--- src/rtl/wb_dma_pkg.sv ---
// rtl/wb_dma_pkg.sv - shared state encoding and default sizes for the Wishbone byte-copy initiator
package wb_dma_pkg;

    localparam int DMA_ADDR_W  = 10;
    localparam int DMA_LEN_W   = 11;
    localparam int DMA_TIMEOUT = 255;

    typedef enum logic [2:0] {
        IDLE,
        RD,
        GAP_R,
        WR,
        GAP_W,
        DONE
    } state_t;

endpackage

--- src/rtl/wb_dma_copy.sv ---
// rtl/wb_dma_copy.sv - Wishbone byte-copy initiator: one read then one write per byte, idle cycle between accesses
// Optional ACK timeout abort enabled by defining WB_DMA_TIMEOUT_EN.
module wb_dma_copy
    import wb_dma_pkg::*;
#(
    parameter int ADDR_W  = DMA_ADDR_W,
    parameter int LEN_W   = DMA_LEN_W,
    parameter int TIMEOUT = DMA_TIMEOUT
) (
    input  logic              clk,
    input  logic              rst,
    input  logic              start,
    input  logic [ADDR_W-1:0] src,
    input  logic [ADDR_W-1:0] dst,
    input  logic [LEN_W-1:0]  len,
    output logic              busy,
    output logic              done,
    output logic              err,
    output logic [ADDR_W-1:0] WB_ADRo,
    output logic [7:0]        WB_DATo,
    input  logic [7:0]        WB_DATi,
    output logic              WB_WEo,
    output logic              WB_CYCo,
    output logic              WB_STBo,
    input  logic              WB_ACKi
);

    state_t             state_q, state_d;
    logic [ADDR_W-1:0]  src_q, src_d, dst_q, dst_d;
    logic [LEN_W-1:0]   rem_q, rem_d;
    logic [7:0]         byte_q, byte_d;
    logic [ADDR_W-1:0]  adr_d;
    logic [7:0]         dat_d;
    logic               stb_d, we_d, busy_d, done_d, err_d;

`ifdef WB_DMA_TIMEOUT_EN
    localparam int TMO_W = (TIMEOUT < 2) ? 1 : $clog2(TIMEOUT + 1);
    logic [TMO_W-1:0] tmo_q, tmo_d;
`else
    logic unused_timeout;
    assign unused_timeout = (TIMEOUT != 0);
`endif

    always_comb begin
        state_d = state_q;
        src_d   = src_q;
        dst_d   = dst_q;
        rem_d   = rem_q;
        byte_d  = byte_q;
        adr_d   = WB_ADRo;
        dat_d   = WB_DATo;
        done_d  = 1'b0;
        err_d   = 1'b0;
        case (state_q)
            IDLE: begin
                if (start) begin
                    if (len != '0) begin
                        state_d = RD;
                        src_d   = src;
                        dst_d   = dst;
                        rem_d   = len;
                        adr_d   = src;
                    end else begin
                        done_d  = 1'b1;
                    end
                end
            end
            RD: begin
                if (WB_ACKi) begin
                    byte_d  = WB_DATi;
                    state_d = GAP_R;
                end
            end
            GAP_R: begin
                state_d = WR;
                adr_d   = dst_q;
                dat_d   = byte_q;
            end
            WR: begin
                if (WB_ACKi) begin
                    rem_d = rem_q - LEN_W'(1);
                    if (rem_q == LEN_W'(1)) begin
                        state_d = DONE;
                    end else begin
                        src_d   = src_q + ADDR_W'(1);
                        dst_d   = dst_q + ADDR_W'(1);
                        state_d = GAP_W;
                    end
                end
            end
            GAP_W: begin
                state_d = RD;
                adr_d   = src_q;
            end
            DONE: begin
                state_d = IDLE;
                done_d  = 1'b1;
            end
            default: state_d = IDLE;
        endcase

`ifdef WB_DMA_TIMEOUT_EN
        // Abort on the edge the counter would reach TIMEOUT, so STB drops TIMEOUT cycles after it rose.
        if ((state_q == RD || state_q == WR) && !WB_ACKi && tmo_q == TMO_W'(TIMEOUT - 1)) begin
            state_d = IDLE;
            err_d   = 1'b1;
        end
        if (state_d != state_q || WB_ACKi || !(state_q == RD || state_q == WR))
            tmo_d = '0;
        else
            tmo_d = tmo_q + TMO_W'(1);
`endif

        stb_d  = (state_d == RD) || (state_d == WR);
        we_d   = (state_d == WR);
        busy_d = (state_d == RD) || (state_d == GAP_R) || (state_d == WR) || (state_d == GAP_W);
    end

    always_ff @(posedge clk or negedge rst) begin
        if (!rst) begin
            state_q <= IDLE;
            src_q   <= '0;
            dst_q   <= '0;
            rem_q   <= '0;
            byte_q  <= '0;
            WB_ADRo <= '0;
            WB_DATo <= '0;
            WB_WEo  <= 1'b0;
            WB_CYCo <= 1'b0;
            WB_STBo <= 1'b0;
            busy    <= 1'b0;
            done    <= 1'b0;
            err     <= 1'b0;
        end else begin
            state_q <= state_d;
            src_q   <= src_d;
            dst_q   <= dst_d;
            rem_q   <= rem_d;
            byte_q  <= byte_d;
            WB_ADRo <= adr_d;
            WB_DATo <= dat_d;
            WB_WEo  <= we_d;
            WB_CYCo <= stb_d;
            WB_STBo <= stb_d;
            busy    <= busy_d;
            done    <= done_d;
            err     <= err_d;
        end
    end

`ifdef WB_DMA_TIMEOUT_EN
    always_ff @(posedge clk or negedge rst) begin
        if (!rst) tmo_q <= '0;
        else      tmo_q <= tmo_d;
    end
`endif

endmodule

--- config.mk ---
export PLATFORM = sky130hd
export DESIGN_NAME = wb_dma_copy
export DESIGN_NICKNAME = d
export VERILOG_FILES = /design/src/rtl/wb_dma_pkg.sv /design/src/rtl/wb_dma_copy.sv
export SDC_FILE = /design/constraint.sdc
export NUM_CORES = 1
export LEC_CHECK = 0
export BUFFER_PORTS_ARGS = -buffer_cell sky130_fd_sc_hd__buf_2
export CAP_MARGIN = 20
export CELL_PAD_IN_SITES_DETAIL_PLACEMENT = 1
export CELL_PAD_IN_SITES_GLOBAL_PLACEMENT = 2
export CORE_MARGIN = 4
export CORE_UTILIZATION = 31
export DETAILED_ROUTE_END_ITERATION = 10
export PLACE_DENSITY = 0.82
export SYNTH_ARGS = -nofsm -noshare
export SYNTH_HDL_FRONTEND = slang
export SYNTH_SLANG_ARGS = --single-unit
export TNS_END_PERCENT = 50
--- constraint.sdc ---
create_clock -name clk -period 1.6 [get_ports clk]
set_input_delay 0.24 -clock clk [delete_from_list [all_inputs] [get_ports clk]]
set_output_delay 0.24 -clock clk [all_outputs]
set_load 0.02 [all_outputs]
==> out/results.tsv, run 1 <==
metric	value	unit
cts.clk_slew.worst_paths	0.06	ns
grt_pass1_vias	3812	
dr.pass1.iters	4	
rsz0062_at_grt	yes	
ff2ff_setup_slack	-0.30	ns
hold_class	in -> reg	
r2r-start	rem_q[1]$_DFFE_PN0P_	
synth_edf_count	0	
status	finished with violations	
worstSetupPathType	reg -> reg	
fin_cells	672	
h-tree-depth	3	
design_area	5440	sq um
synth.area.top_cells	dfrtp_1 (44%), o21ai_0 (6.2%), mux2_2 (5.0%)	
cts_num_sinks	64	
grtUsageTotal	0.191	
hold_path_depth	2	
netlist.top_cell.by_area	dfrtp_1	
switching_share	0.416	
utilization	0.475	
worstSkewPairLatency	0.35	ns
synthArstFlopShare	1.00	
placeableCoreArea	11500	sq um
rows	39	
yosys_warnings	0	
critPathLaunchType	register	
power_density	2350	nW/um^2
diodes	0	
dieArea	13500	sq um
post-place-ws	-0.245	ns
hold_viol	0	
ys_ff_latch	64	
ys.flop_type	dfrtp_1	
ir_drop	0.950	mV
grt_first_pass_wirelength	20100	um
cts_inserted_buffers	9	
cp-end-kind	register	
nets	571	
die_y	116	um
synth_nets	446	
synth_area	3630	sq um
period_minus_slack	1.90	ns
place_hpwl	8220	um
grt_max_degree	65	
crit_fanout	9	
worst-endpoint-required	1.82	ns
multi_input_area	2140	sq um
finalSetupTns	-7.42	ns
grt_antenna_before_repair	0	
r2r_end	dst_q[5]$_DFFE_PN0P_	
fillerInstances	1303	
io_buffers	65	
cts_tree	built	
wl	13200	um
io_pins	67	
drc	0	
skew	0.00517	ns
clk_path_buf_depth	2	
placed_cell_area	4530	sq um
drtAntennaViolNets	0	
drive_gt1_frac	0.459	
wl_per_cell	19.7	um
final_cell_mix	buf_2 (65), dfrtp_1 (63), buf_4 (52)	
intPower	0.00746	W
synth_cells	399	
power_switching	0.00532	W
setup-violations-final	45	
synth_top_area_share	0.441	
seq_area_frac_synth	0.441	
min_to	byte_q[0]$_DFFE_PN0P_	
combPwrFrac	0.570	
place_congestion	0.854	
root_buffer	clkbuf_16	
area_delta_synth_final	49.8	%
maxSlewViolCount	0	
start_util	0.317	
final_common_cell	buf_2	
sequentialPowerShare	0.245	
max_freq	526	MHz
setup_ws	-0.301	ns
regArea	1600	sq um
gr-total-overflow	0	
fin_crit_sh	1.19	
yosysUniqueCellTypes	53	
dpl.cell_count	638	
via_per_inst	5.52	
reg2reg_depth	8	
arrival	2.13	ns
violations	setup timing	
cp-startpoint	rem_q[1]$_DFFE_PN0P_	
die_w	116	um
drv_cap	0	
vias	3707	
syn_area_per_cell	9.11	sq um
first_iter_violations	212	
min-delay-start	WB_DATi[0]	
p_leak	2.36	nW
power.share.clock	0.185	
[flip-flops by register name (all words and copies together) (netlist names)]
| register | count |
|---|---|
| rem_q | 11 |
| WB_ADRo | 10 |
| dst_q | 10 |
| src_q | 10 |
| WB_DATo | 8 |
| byte_q | 8 |
| state_q | 3 |
| WB_STBo | 1 |
| WB_WEo | 1 |
| busy | 1 |
| done | 1 |
[per-stage QoR]
stage          hold slack [ns]  power (W)
6_report                 0.126     0.0128
5_1_grt                  0.130     0.0136
4_1_cts                  0.122     0.0119
3_5_place_dp             0.289    0.00869
3_3_place_gp             0.284    0.00845
2_1_floorplan          -0.0556    0.00656
[cells by family (layout without fill, tap and decap cells)]
family                     Yosys count  count (layout)  share of synthesized area
adders and majority gates            4               4                     0.0138
muxes                               18              18                     0.0551
buffers and inverters               42             172                     0.0541
AOI/OAI and AO/OA                  150             150                      0.265
xor gates and xnor gates             1               1                    0.00241
other                                1               1                    0.00103
and+or+nand+nor                    119             119                      0.167
DFF                                 64              64                      0.441
[Yosys cell counts, types with 6 or more instances]
| cell | count |
|---|---|
| a31oi_1 | 23 |
| inv_1 | 9 |
| nand3_1 | 16 |
| buf_2 | 12 |
| mux2_2 | 16 |
| o221ai_1 | 8 |
| clkbuf_1 | 13 |
| and3_1 | 6 |
| a21oi_2 | 10 |
| nor2_1 | 17 |
| o22ai_1 | 14 |
| a22o_1 | 6 |
| o21ai_0 | 45 |
| dfrtp_1 | 64 |
| a21oi_1 | 22 |
| nor3_1 | 7 |
| o22a_1 | 6 |
| nand2_1 | 43 |
[worst max-delay path by stage]
stage                                   endpoint  slack (ns)  depth (start not counted)
after floorplan             dst_q[9]$_DFFE_PN0P_       -0.09                          8
after global placement    WB_ADRo[8]$_DFFE_PN0P_       -0.17                          7
after detailed placement    src_q[6]$_DFFE_PN0P_       -0.24                          7
after CTS                   dst_q[5]$_DFFE_PN0P_       -0.26                          7
after global routing        src_q[5]$_DFFE_PN0P_       -0.34                          8
final                       dst_q[5]$_DFFE_PN0P_       -0.30                          8
[per-layer routing]
metal	global-route usage	wire [um]	vias up
met5	0	0	-
met4	0.0719	343	0
met3	0.0311	449	29
met2	0.326	6840	84
met1	0.242	5580	1863
li1	-	-	1731
[layout make-up]
cell class,instances,share of cell area
multi-input combinational,293,0.393
sequential,64,0.294
timing repair buffer,146,0.207
clock buffer,10,0.0439
tap,143,0.0329
clock inverter,6,0.0211
inverter,10,0.00736
[worst max-delay path, stage by stage, from the launching register on]
cell and delay (ns):
dfrtp_1 0.38, inv_2 0.07, ha_4 0.16, nor2b_4 0.12, and4b_2 0.28, a211oi_4 0.29, and2_4 0.25, buf_12 0.14
a31oi_1 0.08
[power groups by stage]
stage	Clock (W)	Combinational, W	Sequential (W)
after floorplan	0	0.00327	0.00329
after global placement	0	0.00542	0.00303
after detailed placement	0	0.00561	0.00309
after CTS	0.00239	0.00643	0.00309
after global routing	0.00246	0.00789	0.00324
final	0.00237	0.00728	0.00313
[timing repair]
item,in CTS,in global routing
cloned,4,3
hold buffers,1,0
resized for setup,43,84
buffers inserted,6,6
endpoints found under the setup margin,59,59
endpoints found under the hold margin,64,0
pin swaps,5,22
(Power assumes the default switching activity.)
==> run 2, diff against run 1 <==
ABC_AREA = 1   (was not set)
CORE_UTILIZATION = 28   (was 31)
PLACE_DENSITY = 0.81   (was 0.82)
==> run 2 against run 1 <==
Net effect: register-to-register slack gained 0.31 ns; routed wire length is 0.55% higher; cell area is 0.39% lower; die area is 12% higher; maximum frequency grew 19%; critical path type unchanged; critical path depth rose by 4; synthesized cell count is 33% higher; the flow now finishes without violations; highest routed layer is now met5; clock skew increased by 0.0013 ns; sequential power down 3%; core utilization decreased by 5.0 points; setup slack improved by 0.31 ns; worst hold slack got worse by 0.020 ns.
==> out/results.tsv, run 2 <==
metric	value	unit	change
status	finished clean		
yosysUniqueCellTypes	31		-42%
wl_per_cell	16.0	um	-19%
synthArstFlopShare	1.00		unchanged
synth_top_area_share	0.432		-0.00907
synth.area.top_cells	dfrtp_1 (43%), nand2_1 (21%), nand3_1 (5.5%)		
grt_antenna_before_repair	1		+1
io_pins	67		unchanged
maxSlewViolCount	0		unchanged
met3_usage	0.0457		+0.0147
die_y	123	um	+5.9%
rsz0062_at_grt	yes		
ir_drop	0.971	mV	+2.2%
grt_first_pass_wirelength	21400	um	+6.8%
top_register	rem_q		
gr-total-overflow	0		unchanged
min_to	byte_q[3]$_DFFE_PN0P_		
die_w	123	um	+5.9%
cp_cell_sequence	inv_2 -> ha_4 -> inv_2 -> nor2_1 -> nand2_1 -> o21ai_2 -> nand2_2 -> nand2_4 -> nor2_4 -> buf_12 -> nand2_1 -> nand2_1		
cts_inserted_buffers	9		unchanged
grt.busiest_layer	met2		
grt_max_degree	65		unchanged
drc	0		unchanged
area_delta_synth_final	46.1	%	
syn_area_per_cell	6.97	sq um	-23%
place_hpwl	9090	um	+10%
placed_cell_area	4550	sq um	+0.44%
cts_tree	built		
clk_path_buf_depth	2		unchanged
power.total	0.0121	W	-5.6%
reg2reg_depth	12		+4
ys.flop_type	dfrtp_1		
worstSkewPairLatency	0.34	ns	about the same
skew	0.00643	ns	+0.00126 ns
synth_area	3710	sq um	+2.1%
final_cell_mix	nand2_1 (176), buf_2 (65), dfrtp_1 (62)		
dieArea	15200	sq um	+12%
diodes	0		unchanged
drive_gt1_frac	0.343		-0.116
critPathMaxStageDelay	0.39	ns	about the same
synth_cells	532		+33%
ys_top_cells_by_count	nand2_1 (207), dfrtp_1 (64), inv_1 (52)		
synth_edf_count	0		unchanged
root_buffer	clkbuf_16		
ys_ff_latch	64		unchanged
dr.pass1.iters	4		unchanged
period_minus_slack	1.59	ns	-0.308 ns
start_util	0.290		-0.0264
cp-end-kind	register		
worstSetupPathType	reg -> reg		
drtAntennaViolNets	0		unchanged
yosysMostFrequentCell	nand2_1		
arrival	1.83	ns	-0.30 ns
path_common_cell	nand2_1		
hold_path_depth	3		+1
rows	41		+5.1%
fin_crit_sh	0.996		-0.193
min-delay-start	WB_DATi[3]		
cts.clk_slew.worst_paths	0.06	ns	about the same
place_congestion	0.855		about the same
netlist.top_cell.by_area	dfrtp_1		
hold_viol	0		unchanged
p_leak	2.75	nW	+16%
seq_area_frac_synth	0.432		-0.00907
vias	4009		+8.1%
design_area	5420	sq um	-0.39%
crit_fanout	10		+1
final_common_cell	nand2_1		
whs	0.106	ns	-0.0199 ns
r2r_end	src_q[6]$_DFFE_PN0P_		
grt_util_met2	0.317		-0.00938
h-tree-depth	3		unchanged
ff2ff_setup_slack	0.007	ns	+0.31 ns
power_density	2220	nW/um^2	-5.3%
nets	701		+23%
grtUsageTotal	0.184		-0.00696
setup-violations-final	0		-100%
placeableCoreArea	12800	sq um	+11%
first_iter_violations	168		-21%
via_per_inst	4.82		-13%
critPathLaunchType	register		
max_freq	628	MHz	+19%
finalSetupTns	0	ns	+7.42 ns
met1_usage	0.226		-0.0167
yosys_warnings	0		unchanged
worst-endpoint-required	1.83	ns	about the same
drv_cap	0		unchanged
synth_nets	579		+30%
largest_reg_flops	11		unchanged
hold_class	in -> reg		
wl	13300	um	+0.55%
slowest_stage	dfrtp_1		
grt_pass1_vias	4301		+13%
cts_num_sinks	64		unchanged
io_buffers	65		unchanged
r2r-start	rem_q[1]$_DFFE_PN0P_		
==> run 2: cell count changes after synthesis, sizes merged, moves of 16 or more <==
| cell | delta |
|---|---|
| nand3 | +26 |
| nor2 | +16 |
| inv | +49 |
| a31oi | -23 |
| a21oi | -19 |
| mux2 | -16 |
| nand2 | +167 |
==> run 2: through the flow <==
stage          utilization  instances  setup WS, ns
2_1_floorplan            -        532         0.172
3_3_place_gp         0.356        799        -0.300
3_5_place_dp         0.356        799        -0.419
4_1_cts              0.395        822       -0.0225
5_1_grt              0.424        831        -0.121
6_report             0.424        831       0.00690
==> run 2: cell families (layout without fill, tap and decap cells) <==
kind of cell,Yosys count,count (layout),synth area share
xor gates and xnor gates,3,3,0.00708
AOI/OAI and AO/OA,77,77,0.110
DFF,64,64,0.432
adders and majority gates,4,4,0.0135
and+or+nand+nor,305,306,0.348
buffers and inverters,78,204,0.0890
other,1,1,0.00101
==> run 2: what timing repair did <==
| item | CTS | global route |
|---|---|---|
| endpoints found under the hold margin | 64 | 0 |
| endpoints found under the setup margin | 38 | 49 |
| pin swaps | 10 | 21 |
| hold buffers | 1 | 0 |
| buffers inserted | 6 | 9 |
| resized for setup | 18 | 81 |
| gates cloned | 1 | 0 |
==> run 2: report_power, final <==
| part | switching [W] | internal, W |
|---|---|---|
| combinational | 0.00390 | 0.00267 |
| clock | 0.000780 | 0.00168 |
| sequential | 0.000614 | 0.00241 |
==> run 2: worst max-delay path, delay by kind of cell, from the launching register on <==
| family | cells | cell delay, ns |
|---|---|---|
| AO/OA/AOI/OAI | 1 | 0.14 |
| buffers and inverters | 3 | 0.27 |
| AND/OR/NAND/NOR | 7 | 0.53 |
| flip-flops | 1 | 0.39 |
| adder cells (fa/ha/maj) | 1 | 0.13 |
==> run 2: worst max path at each step <==
stage                              start                   end  slack (ns)  cells past startpoint
global route        state_q[1]$_DFF_PN0_        busy$_DFF_PN0_       -0.12                     11
detailed placement  rem_q[1]$_DFFE_PN0P_  dst_q[1]$_DFFE_PN0P_       -0.42                     11
floorplan           rem_q[1]$_DFFE_PN0P_  dst_q[8]$_DFFE_PN0P_        0.17                     12
finish              rem_q[1]$_DFFE_PN0P_  src_q[6]$_DFFE_PN0P_       0.007                     12
global placement    rem_q[0]$_DFFE_PN0P_  src_q[4]$_DFFE_PN0P_       -0.30                     10
CTS                 rem_q[1]$_DFFE_PN0P_  src_q[3]$_DFFE_PN0P_       -0.02                     11
==> run 2: area by class of cell <==
cell class	count	area [sq um]
timing repair buffer	130	950
clock inverter	7	144
clock buffer	9	225
inverter	58	226
fill	1592	7350
tap	172	215
sequential	64	1600
multi-input combinational	391	2060
==> run 2: metal layers <==
layer / share of wire / up-vias
li1: - / 1935
met1: 0.43 / 1974
met2: 0.50 / 81
met3: 0.049 / 17
met4: 0.016 / 2
met5: 0.00090 / -
==> run 3, diff against run 2 <==
CORE_UTILIZATION = 33   (was 28)
PLACE_DENSITY = 0.91   (was 0.81)
clock period = 1.93 ns   (was 1.6 ns; I/O delays follow)
==> run 3 against run 2 <==
Net effect: maximum frequency decreased by 8.8%; largest power group unchanged; die area decreased by 14%; critical path depth decreased by 2; largest cell class unchanged; sequential share of layout area increased by 5.4 points; clock skew decreased by 0.0012 ns.
==> out/results.tsv, run 3 (synthesis gave the netlist of run 2 again) <==
metric	value	unit	change
fin_cells	748		-10%
via_per_inst	4.98		+3.1%
grt_pass1_vias	3925		-8.7%
cts_tree	built		
rows	38		-7.3%
cts_inserted_buffers	9		unchanged
cp-end-kind	register		
setup-violations-final	0		unchanged
dr.pass1.iters	4		unchanged
met3_usage	0.0419		-0.00384
clk_path_buf_depth	2		unchanged
setup_ws	0.184	ns	+0.177 ns
cts_num_sinks	64		unchanged
final_common_cell	nand2_1		
skew	0.00525	ns	-0.00118 ns
grt_first_pass_wirelength	19100	um	-11%
p_leak	2.40	nW	-13%
post-cts-setup-buffers	0		-6
drive_gt1_frac	0.189		-0.154
die_w	114	um	-7.4%
wl_per_cell	15.1	um	-5.4%
place_congestion	0.845		-1.2%
finalSetupTns	0	ns	unchanged
worst-endpoint-required	2.15	ns	+0.32 ns
vias	3722		-7.2%
max_freq	573	MHz	-8.8%
grt_util_met2	0.298		-0.0189
cts.clk_slew.worst_paths	0.06	ns	about the same
io_buffers	65		unchanged
dieArea	13000	sq um	-14%
worstSetupPathType	reg -> reg		
status	finished clean		
start_util	0.339		+0.0488
maxSlewViolCount	0		unchanged
die_y	114	um	-7.4%
first_iter_violations	157		-6.5%
hold_viol	0		unchanged
drv_cap	0		unchanged
hold_class	in -> reg		
tightestPinTransition	0.537	ns	
dpl.cell_count	730		-8.6%
worstSkewPairLatency	0.33	ns	about the same
rsz0062_at_grt	no		
nets	650		-7.3%
placeableCoreArea	10900	sq um	-14%
place_hpwl	8260	um	-9.1%
power_density	1790	nW/um^2	-20%
drtAntennaViolNets	0		unchanged
max_slew_margin	0.642		
whs	0.160	ns	+0.0540 ns
grt.busiest_layer	met2		
h-tree-depth	3		unchanged
wl	11300	um	-15%
met1_usage	0.244		+0.0186
arrival	1.96	ns	+0.13 ns
drc	0		unchanged
grt_max_degree	45		-31%
io_pins	67		unchanged
critPathLaunchType	register		
root_buffer	clkbuf_16		
area_delta_synth_final	23.4	%	
grtUsageTotal	0.185		+0.000891
ir_drop	0.727	mV	-25%
largest_reg_flops	11		unchanged
diodes	0		unchanged
final_cell_mix	nand2_1 (206), buf_2 (65), dfrtp_1 (64)		
top_register	rem_q		
crit_fanout	6		-4
gr-total-overflow	0		unchanged
post-place-ws	-0.0420	ns	+0.376 ns
fin_crit_sh	0.905		-0.0908
grt_antenna_before_repair	0		-1
period_minus_slack	1.75	ns	+0.153 ns
-- run 3: through the flow --
step / utilization / total power (W) / area (sq um)
floorplan: - / 0.00511 / 3710
global placement: 0.386 / 0.00616 / 4220
detailed placement: 0.386 / 0.00634 / 4220
CTS: 0.418 / 0.00823 / 4570
global route: 0.419 / 0.00898 / 4580
finish: 0.419 / 0.00819 / 4580
-- run 3: final timing paths --
path	startpoint	to	slack [ns]	cells past startpoint
max reg2reg	rem_q[0]$_DFFE_PN0P_	rem_q[10]$_DFFE_PN0P_	0.18	10
min reg2reg	WB_DATo[5]$_DFFE_PN0N_	WB_DATo[5]$_DFFE_PN0N_	0.48	2
max in group asynchronous	rst	WB_DATo[5]$_DFFE_PN0N_	0.82	3
min in group asynchronous	rst	rem_q[6]$_DFFE_PN0P_	0.47	2
min	WB_DATi[2]	byte_q[2]$_DFFE_PN0P_	0.16	3
max	rem_q[0]$_DFFE_PN0P_	rem_q[10]$_DFFE_PN0P_	0.18	10
-- run 3: critical path: stages, from the launching register on --
cell and delay (ns):
dfrtp_1 0.38, buf_4 0.15, inv_1 0.16, ha_1 0.21
nand2_1 0.07, nor2_1 0.26, nand2_1 0.08, nand2_1 0.06
nand3_1 0.07, o211ai_1 0.11, nand2_1 0.07
-- run 3: layout make-up --
class	instances	area, sq um
clock buffer	10	239
clock inverter	6	91.3
fill	1420	6360
inverter	58	218
multi-input combinational	391	1800
sequential	64	1600
tap	140	175
timing repair buffer	79	458
-- run 3: metal layers --
metal	vias up	wire (um)
met1	1791	5270
met4	0	184
met3	17	575
met5	-	0
li1	1837	-
met2	77	5280
-- run 3: report_power, final --
group	switching [W]	internal [W]
sequential	0.000549	0.00199
clock	0.000636	0.00117
combinational	0.00254	0.00129
total	0.00373	0.00446
-- run 3: what timing repair did --
item,in CTS,in global routing
gates resized for setup,1,3
setup endpoints to repair,20,6
endpoints found under the hold margin,20,0
hold buffers,1,0
gates cloned,0,1
